==> src/rtl/cache_pkg.sv <==
// Shared cache definitions: block geometry, fill controller state encoding
// and the block-offset mask used to align miss addresses to a block base.
package cache_pkg;

  // Words per cache block and bytes per 16-bit word.
  localparam int BLOCK_WORDS = 8;
  localparam int WORD_BYTES  = 2;

  // Byte-offset bits inside one block (0xF for 8 x 16-bit words).
  localparam int BLOCK_OFFSET_MASK = BLOCK_WORDS * WORD_BYTES - 1;

  // Miss-handling controller states.
  typedef enum logic {
    IDLE = 1'b0,
    FILL = 1'b1
  } fill_state_t;

  // Byte-offset mask for a block of the given number of words.
  function automatic int offset_mask(input int words);
    return words * WORD_BYTES - 1;
  endfunction

endpackage

==> src/rtl/cache_fill_fsm_if.sv <==
// Bus bundle between the fill controller, the cache arrays and main memory.
// master = the fill controller, slave = cache/memory side.
interface cache_fill_fsm_if #(
  parameter int ADDR_W = 16
);

  // Miss request from the cache and the pipeline stall back to it.
  logic              miss_detected;
  logic [ADDR_W-1:0] miss_address;
  logic              fsm_busy;

  // Word request stream to memory and the in-order return stream.
  logic              memory_enable;
  logic [ADDR_W-1:0] memory_address;
  logic              memory_data_valid;
  logic [15:0]       memory_data;

  // Writes into the cache data and tag arrays.
  logic              write_data_array;
  logic [ADDR_W-1:0] fill_address;
  logic [15:0]       fill_data;
  logic              write_tag_array;

  modport master (
    input  miss_detected,
    input  miss_address,
    input  memory_data_valid,
    input  memory_data,
    output fsm_busy,
    output memory_enable,
    output memory_address,
    output write_data_array,
    output fill_address,
    output fill_data,
    output write_tag_array
  );

  modport slave (
    output miss_detected,
    output miss_address,
    output memory_data_valid,
    output memory_data,
    input  fsm_busy,
    input  memory_enable,
    input  memory_address,
    input  write_data_array,
    input  fill_address,
    input  fill_data,
    input  write_tag_array
  );

endinterface

==> src/rtl/cache_fill_fsm_word_counter.sv <==
// Word counter for one block fill: synchronous clear, count enable,
// saturates at MAX_COUNT and flags terminal count when it gets there.
module word_counter
  import cache_pkg::*;
#(
  parameter  int MAX_COUNT = BLOCK_WORDS,
  localparam int CW        = $clog2(MAX_COUNT) + 1
) (
  input  logic          clk,
  input  logic          rst,
  input  logic          clr,
  input  logic          en,
  output logic [CW-1:0] count,
  output logic          tc
);

  logic [CW-1:0] count_reg;

  // Clear wins over enable; the count holds once it reaches MAX_COUNT.
  always_ff @(posedge clk) begin
    if (rst) begin
      count_reg <= '0;
    end else if (clr) begin
      count_reg <= '0;
    end else if (en && !tc) begin
      count_reg <= count_reg + CW'(1);
    end
  end

  assign count = count_reg;
  assign tc    = (count_reg == CW'(MAX_COUNT));

endmodule

==> src/rtl/cache_fill_fsm.sv <==
// Cache miss fill controller. Accepts one miss at a time, stalls the
// pipeline, streams one word request per cycle for the whole block, writes
// every returned word into the data array in order and writes the tag with
// the last word. Memory latency is not timed, only returned words counted.
module cache_fill_fsm
  import cache_pkg::*;
#(
  parameter int BLOCK_WORDS = cache_pkg::BLOCK_WORDS,
  parameter int ADDR_W      = 16
) (
  input  logic                    clk,
  input  logic                    rst,
  cache_fill_fsm_if.master        bus
);

  localparam int CW          = $clog2(BLOCK_WORDS) + 1;
  localparam int OFFSET_MASK = offset_mask(BLOCK_WORDS);
  localparam int WORD_SHIFT  = $clog2(WORD_BYTES);
  localparam logic [ADDR_W-1:0] BASE_MASK = ~ADDR_W'(OFFSET_MASK);

  fill_state_t       state_reg;
  logic [ADDR_W-1:0] base_addr_reg;

  logic [CW-1:0]     issue_cnt;
  logic [CW-1:0]     recv_cnt;
  logic              issue_tc;
  logic              recv_tc;

  logic              in_fill;
  logic              accept;
  logic              issue_en;
  logic              recv_en;
  logic              last_word;
  logic [ADDR_W-1:0] issue_offset;
  logic [ADDR_W-1:0] recv_offset;

  // Miss accepted only from IDLE; misses during FILL are ignored and the
  // cache keeps miss_detected up until it is served.
  assign in_fill   = (state_reg == FILL);
  assign accept    = (state_reg == IDLE) && bus.miss_detected;

  // Returns while IDLE are stale (e.g. in flight across a reset) and dropped.
  assign issue_en  = in_fill && !issue_tc;
  assign recv_en   = in_fill && bus.memory_data_valid && !recv_tc;
  assign last_word = recv_en && (recv_cnt == CW'(BLOCK_WORDS - 1));

  // Byte offsets inside the block never exceed the offset mask, so adding
  // them to the aligned base cannot carry into the tag bits.
  assign issue_offset = ADDR_W'(issue_cnt) << WORD_SHIFT;
  assign recv_offset  = ADDR_W'(recv_cnt) << WORD_SHIFT;

  // Controller state and latched block base address.
  always_ff @(posedge clk) begin
    if (rst) begin
      state_reg     <= IDLE;
      base_addr_reg <= '0;
    end else begin
      case (state_reg)
        IDLE: begin
          if (bus.miss_detected) begin
            base_addr_reg <= bus.miss_address & BASE_MASK;
            state_reg     <= FILL;
          end
        end
        FILL: begin
          if (last_word) begin
            state_reg <= IDLE;
          end
        end
        default: state_reg <= IDLE;
      endcase
    end
  end

  // Request counter: one word request per FILL cycle until the block is out.
  word_counter #(
    .MAX_COUNT (BLOCK_WORDS)
  ) u_issue_cnt (
    .clk   (clk),
    .rst   (rst),
    .clr   (accept),
    .en    (issue_en),
    .count (issue_cnt),
    .tc    (issue_tc)
  );

  // Return counter: advances on each returned word, in issue order.
  word_counter #(
    .MAX_COUNT (BLOCK_WORDS)
  ) u_recv_cnt (
    .clk   (clk),
    .rst   (rst),
    .clr   (accept),
    .en    (recv_en),
    .count (recv_cnt),
    .tc    (recv_tc)
  );

  // Stall starts in the acceptance cycle so the pipeline never runs past
  // the missing access.
  assign bus.fsm_busy         = in_fill || accept;

  assign bus.memory_enable    = issue_en;
  assign bus.memory_address   = base_addr_reg + issue_offset;

  assign bus.write_data_array = recv_en;
  assign bus.fill_address     = base_addr_reg + recv_offset;
  assign bus.fill_data        = bus.memory_data;
  assign bus.write_tag_array  = last_word;

endmodule

==> src/flat_wrapper.sv <==
// flat-port wrapper written by rule: the top's interface ports become plain ports
module cache_fill_fsm_flat import cache_pkg::*;
#(
  parameter int BLOCK_WORDS = cache_pkg::BLOCK_WORDS,
  parameter int ADDR_W      = 16
)
  (clk, rst, bus_miss_detected, bus_miss_address, bus_memory_data_valid, bus_memory_data, bus_fsm_busy, bus_memory_enable, bus_memory_address, bus_write_data_array, bus_fill_address, bus_fill_data, bus_write_tag_array);
  cache_fill_fsm_if #(.ADDR_W(ADDR_W)) bus_i ();
  input  logic clk;
  input  logic rst;
  input wire logic [$bits(bus_i.miss_detected)-1:0] bus_miss_detected;
  input wire logic [$bits(bus_i.miss_address)-1:0] bus_miss_address;
  input wire logic [$bits(bus_i.memory_data_valid)-1:0] bus_memory_data_valid;
  input wire logic [$bits(bus_i.memory_data)-1:0] bus_memory_data;
  output wire logic [$bits(bus_i.fsm_busy)-1:0] bus_fsm_busy;
  output wire logic [$bits(bus_i.memory_enable)-1:0] bus_memory_enable;
  output wire logic [$bits(bus_i.memory_address)-1:0] bus_memory_address;
  output wire logic [$bits(bus_i.write_data_array)-1:0] bus_write_data_array;
  output wire logic [$bits(bus_i.fill_address)-1:0] bus_fill_address;
  output wire logic [$bits(bus_i.fill_data)-1:0] bus_fill_data;
  output wire logic [$bits(bus_i.write_tag_array)-1:0] bus_write_tag_array;
  assign bus_i.miss_detected = bus_miss_detected;
  assign bus_i.miss_address = bus_miss_address;
  assign bus_i.memory_data_valid = bus_memory_data_valid;
  assign bus_i.memory_data = bus_memory_data;
  assign bus_fsm_busy = bus_i.fsm_busy;
  assign bus_memory_enable = bus_i.memory_enable;
  assign bus_memory_address = bus_i.memory_address;
  assign bus_write_data_array = bus_i.write_data_array;
  assign bus_fill_address = bus_i.fill_address;
  assign bus_fill_data = bus_i.fill_data;
  assign bus_write_tag_array = bus_i.write_tag_array;
  cache_fill_fsm #(.BLOCK_WORDS(BLOCK_WORDS), .ADDR_W(ADDR_W)) u_core (.clk(clk), .rst(rst), .bus(bus_i));
endmodule
==> config.mk <==
export PLATFORM = sky130hd
export DESIGN_NAME = cache_fill_fsm_flat
export DESIGN_NICKNAME = d
export VERILOG_FILES = /design/src/rtl/cache_pkg.sv /design/src/rtl/cache_fill_fsm_if.sv /design/src/rtl/cache_fill_fsm_word_counter.sv /design/src/rtl/cache_fill_fsm.sv /design/src/flat_wrapper.sv
export SDC_FILE = /design/constraint.sdc
export NUM_CORES = 1
export LEC_CHECK = 0
export BUFFER_PORTS_ARGS = -buffer_cell sky130_fd_sc_hd__buf_2
export CAP_MARGIN = 20
export CORE_MARGIN = 2
export CORE_UTILIZATION = 40
export CTS_CLUSTER_SIZE = 16
export DETAILED_ROUTE_END_ITERATION = 8
export PLACE_DENSITY = 0.84
export SYNTH_ARGS = -nofsm -noshare
export SYNTH_HDL_FRONTEND = slang
export SYNTH_SLANG_ARGS = --single-unit
==> constraint.sdc <==
create_clock -name clk -period 1.3 [get_ports clk]
set_input_delay 0.13 -clock clk [delete_from_list [all_inputs] [get_ports clk]]
set_output_delay 0.13 -clock clk [all_outputs]
set_load 0.02 [all_outputs]
==> flow_summary.ini, run 1 <==
[sta]
min_period_ps = 1700
finalSetupViolCount = 26
period_share = 1.30
setup_ws_ps = -396
skew_ps = 1.93
fmax_mhz = 590
slew_violations = 0
finalHoldViolCount = 0
rsz0062_at_grt = yes

[layout]
fin_area_um2 = 2610
final_common_cell = buf_4
syn2layout_area_growth_pct = 70.0
largest_register_ffs = 12
mostFrequentLayoutCells = buf_4, nand2_1, buf_6
nNetsFinal = 302
diodes = 0
drive_above_1_share = 0.647

[floorplanning]
std_cell_rows = 22
core_um2 = 3690
die_y_um = 66.0
start_util = 0.416
io_pins = 88
dieArea_um2 = 4350
die_w_um = 66.0

[placed_design]
place_congestion = 0.771
hpwl_um = 2900
io_buffer_count = 49
placed_area_um2 = 2080

[setup_path]
critical_path_peak_fanout = 3
slowest_stage = dfxtp_4
arrival_ps = 1570
startpoint_type = flip-flop
worstPathRequired_ps = 1170
worst_path_most_repeated_cell = ha_4
cpLargestDelayFamily = flip-flops
path_cells = ha_4, ha_4, nand3_4, nor3_4, xor2_2, buf_4
cpPeakStageDelay_ps = 380
setup.worst_path.class = reg -> out
critical_path_buf_inv_count = 1
cp-end-kind = output port

[power_and_ir_drop]
p_switching_uw = 505
pwr-share-comb = 0.277
internal-power_mw = 1.09
p_seq_frac = 0.443
switching_share = 0.318
powerDensity_nw_per_um2 = 609
peakVddDrop_uv = 507
p_clk_frac = 0.280
total_power_mw = 1.59
p_leak_nw = 1.19

[logic_synthesis]
syn_inst = 202
netlist.top_cell.by_area = dfxtp_1
ys_seq_area_frac = 0.274
netlist_area_um2 = 1540
yosysTopAreaCellShare = 0.274
ys_seq_elements = 21
synth.avg_cell_area_um2 = 7.60
synth_area_leaders = dfxtp_1, buf_4, xor2_1
synth_cell_types = 31
ys_warn_count = 0

[detailed_routing]
drc = 0
viasPerCell = 4.88
drtAntennaViolNets = 0
firstDrtPassIters = 4
wire_per_inst_um = 14.2
drt_iter0_drc = 43
vias = 1479
drt-total-wl_um = 4320

[global_route]
grt-busiest-layer = met2
track_usage = 0.192
grt_use_met2 = 0.385
met3_usage = 0.0290
use_met1 = 0.209
grt_overflow_total = 0
grt_pass1_wl_um = 6490
antenna_found_initial = 0
grt_max_degree = 14
grt_pass1_vias = 1486

[clock_tree]
tritoncts = built
cts_buffer_depth = 2
h-tree-depth = 1
numClockSinks = 21
clk_latency_ps = 260
cts_hold_buf = 0
clk_pin_slew_worst_paths_ps = 80
cts_buffers = 3
clockRootBuffer = clkbuf_8

[run_status]
status = finished, violations left
violations = negative setup slack

[job]
maxCapViolCount = 0

[min_path]
hold_path_class = in -> reg
-- worst reg2reg max path: stages, from the launching register on --
cell and delay (ps):
dfxtp_4 380, inv_4 40, ha_4 150, and3b_1 180, or4_4 410, a21oi_2 120
-- power by group through the flow --
stage,logic [mW],clock network (mW),registers (mW)
2_1_floorplan,0.331,0,0.705
6_report,0.441,0.446,0.704
5_1_grt,0.474,0.490,0.708
3_3_place_gp,0.343,0,0.716
4_1_cts,0.399,0.463,0.707
3_5_place_dp,0.350,0,0.719
-- cell type report --
type | instances | area [µm²]
fillers | 283 | 1080
flip-flops and latches | 21 | 453
multi-input cells | 137 | 1330
clock buffers | 3 | 41.3
repair buffers | 85 | 687
well taps | 48 | 60.1
clock inverters | 1 | 7.51
inverters | 8 | 35.0
-- synth_stat cells --
library cell  instances
a21oi_1              18
a21oi_2               1
and2_1                1
and3_1                1
and3b_1               2
buf_1                 2
buf_2                 5
buf_4                24
buf_6                 1
clkbuf_1              4
clkbuf_2              1
conb_1                1
dfxtp_1              21
ha_1                 10
inv_1                 8
nand2_1              31
nand2_4               1
nand2b_1              2
nand3_1              12
nand3b_1              2
nand4_1               2
nand4_4               1
nand4b_1              1
nor2_1               10
nor2b_1               1
nor3_1                9
o21ai_0               7
or3_1                 1
or4_4                 1
xnor2_1               5
xor2_1               16
-- through the flow --
stage / util / setup WS, ps / setup TNS, ps / hold WS [ps] / std cells
after global placement: 0.563 / -104 / -979 / 260 / 290
after CTS: 0.658 / -395 / -6650 / 77.1 / 299
after detailed placement: 0.563 / -132 / -1550 / 260 / 290
after global routing: 0.708 / -458 / -8120 / 94.7 / 303
final: 0.708 / -396 / -6630 / 80.8 / 303
after floorplan: - / -46.5 / -286 / 199 / 203
-- path summary, 6_finish.rpt --
check	start	end	slack, ps	cells after the start
min reg2reg	u_core.base_addr_reg[8]	u_core.base_addr_reg[8]	500	2
max reg2reg	u_core.u_recv_cnt.count[0]	u_core.u_recv_cnt.count[2]	-40	5
max	u_core.base_addr_reg[4]	bus_fill_address[12]	-400	6
min	bus_miss_address[9]	u_core.base_addr_reg[9]	80	3
-- logic make-up after synthesis --
group                      after synthesis  share of synthesized area
AOI/OAI and AO/OA                       26                     0.0872
xor gates and xnor gates                21                      0.120
adders and majority gates               10                     0.0815
buffers and inverters                   45                      0.178
DFF                                     21                      0.274
other                                    1                    0.00244
and+or+nand+nor                         78                      0.257
-- routing by layer --
metal	share of wire	vias to the layer above	wire length, µm
li1	-	729	-
met1	0.35	705	1530
met2	0.59	41	2530
met3	0.051	4	220
met4	0.0072	0	31
met5	0	-	0
-- what timing repair did --
item                       in CTS  in global routing
hold endpoints to repair        0                  0
pin swaps                      26                 15
setup endpoints to repair      26                 28
buffers inserted                5                  4
resized for setup              70                 37
Power figures use the tool's default switching activity.
==> inputs of run 2 (changes only) <==
--- a/config.mk
+++ b/config.mk
@@ -11,6 +11,7 @@
 export CORE_UTILIZATION = 40
 export CTS_CLUSTER_SIZE = 16
 export DETAILED_ROUTE_END_ITERATION = 8
+export GPL_TIMING_DRIVEN = 0
 export PLACE_DENSITY = 0.84
 export SYNTH_ARGS = -nofsm -noshare
 export SYNTH_HDL_FRONTEND = slang
==> run 2 against run 1 <==
  * Routed wire length up 18%
  * Clock power down 3%
  * Sequential cell count unchanged
  * The flow still finishes with violations (negative setup slack)
  * Critical endpoint unchanged
  * Global-route usage up 0.73 points
  * First-iteration DRC count up 12%
  * Maximum frequency down 2.3%
  * Largest power group unchanged
  * Clock skew down 0.67 ps
  * Sequential share of layout area down 1.9 points
==> flow_summary.ini, run 2 (synthesis results as in run 1) <==
[setup_path]
worstPathRequired_ps = 1170
setup.worst_path.class = reg -> out
rrSetupSlack_ps = -80
critical_path_peak_fanout = 3
startpoint_type = flip-flop
rr_startpoint = u_core.u_recv_cnt.count[0]
cp-end-kind = output port
ff2ff_path_depth = 5
arrival_ps = 1610
r2r_end = u_core.u_recv_cnt.count[2]

[layout]
final_common_cell = buf_4
largest_register_ffs = 12
drive_above_1_share = 0.701
syn2layout_area_growth_pct = 94.3
fin_util = 0.809
diodes = 0
mostFrequentLayoutCells = buf_4, buf_2, nand2_1
nNetsFinal = 355

[sta]
skew_ps = 1.26
finalSetupViolCount = 26
rsz0062_at_grt = yes
setup_ws_ps = -435
finalHoldViolCount = 0
slew_violations = 0
min_period_ps = 1740
fmax_mhz = 576
period_share = 1.33

[global_route]
grt_pass1_wl_um = 6610
grt_max_degree = 12
grt_overflow_total = 0
track_usage = 0.199
grt_pass1_vias = 1468
grt_use_met2 = 0.388
use_met1 = 0.224
antenna_found_initial = 0
met3_usage = 0.0170
grt-busiest-layer = met2

[floorplanning]
start_util = 0.416
die_w_um = 66.0
std_cell_rows = 22
io_pins = 88
core_um2 = 3690
dieArea_um2 = 4350
die_y_um = 66.0

[clock_tree]
h-tree-depth = 1
cts_buffers = 3
cts_hold_buf = 0
clk_pin_slew_worst_paths_ps = 80
cts_buffer_depth = 2
clk_latency_ps = 260
tritoncts = built
clockRootBuffer = clkbuf_8
numClockSinks = 21

[power_and_ir_drop]
powerDensity_nw_per_um2 = 576
total_power_mw = 1.72
peakVddDrop_uv = 601
p_leak_nw = 1.45

[placed_design]
hpwl_um = 2890
io_buffer_count = 65
place_congestion = 0.767
dp_slack_ps = -162

[detailed_routing]
drtAntennaViolNets = 0
drt_iter0_drc = 48
drt-total-wl_um = 5080
drc = 0
viasPerCell = 4.82
vias = 1715
wire_per_inst_um = 14.3
firstDrtPassIters = 4

[min_path]
holdPathStages = 2
worstHoldStart = rst
worst_hold_path.endpoint = u_core.base_addr_reg[11]
hold_path_class = in -> reg

[run_status]
violations = negative setup slack
status = finished, violations left

[job]
maxCapViolCount = 0
## run 2: layer usage
layer | up-vias | part of all wire | wire (µm)
met5 | - | 0 | 0
met2 | 70 | 0.58 | 2930
met4 | 0 | 0.019 | 95
li1 | 832 | - | -
met3 | 10 | 0.047 | 240
met1 | 803 | 0.36 | 1810
## run 2: worst max-delay path by stage
stage	startpoint	endpoint	cells after the start
floorplan	u_core.u_recv_cnt.count[3]	bus_fill_address[12]	5
global placement	u_core.base_addr_reg[8]	bus_fill_address[14]	5
detailed placement	u_core.base_addr_reg[8]	bus_fill_address[14]	5
CTS	u_core.base_addr_reg[4]	bus_fill_address[9]	5
global route	u_core.base_addr_reg[4]	bus_memory_address[10]	6
finish	u_core.base_addr_reg[4]	bus_fill_address[12]	6
## run 2: report_power, final
part | internal (mW) | switching (mW) | total (mW)
logic | 0.285 | 0.303 | 0.588
clock network | 0.218 | 0.214 | 0.432
registers | 0.663 | 0.0351 | 0.698
## run 2: cell type report
type	instances	area [µm²]
multi-input cells	137	1300
flip-flops and latches	21	460
clock buffers	4	45.0
plain buffers	35	288
fillers	242	706
inverters	8	37.5
well taps	48	60.1
repair buffers	103	792
## run 2: what timing repair did
action	CTS	global route
endpoints found under the setup margin	26	35
gates resized for setup	64	51
buffers inserted	24	13
pin swaps	20	22
gates cloned	0	1
## run 2: stage by stage
stage               cells  instance area (µm²)  hold slack, ps  setup TNS, ps
global placement      316                 2240             361          -1650
finish                356                 2980            75.9          -7310
detailed placement    316                 2240             360          -1960
CTS                   344                 2710            75.9          -7060
floorplan             203                 1850             199           -286
global route          356                 2980            91.5          -8640
## run 2: critical path: stages (launching register included)
cell     delay (ps)
dfxtp_4         380
ha_4            190
ha_4            150
nand3_4         100
nor3_4          200
xor2_2          190
buf_6           140
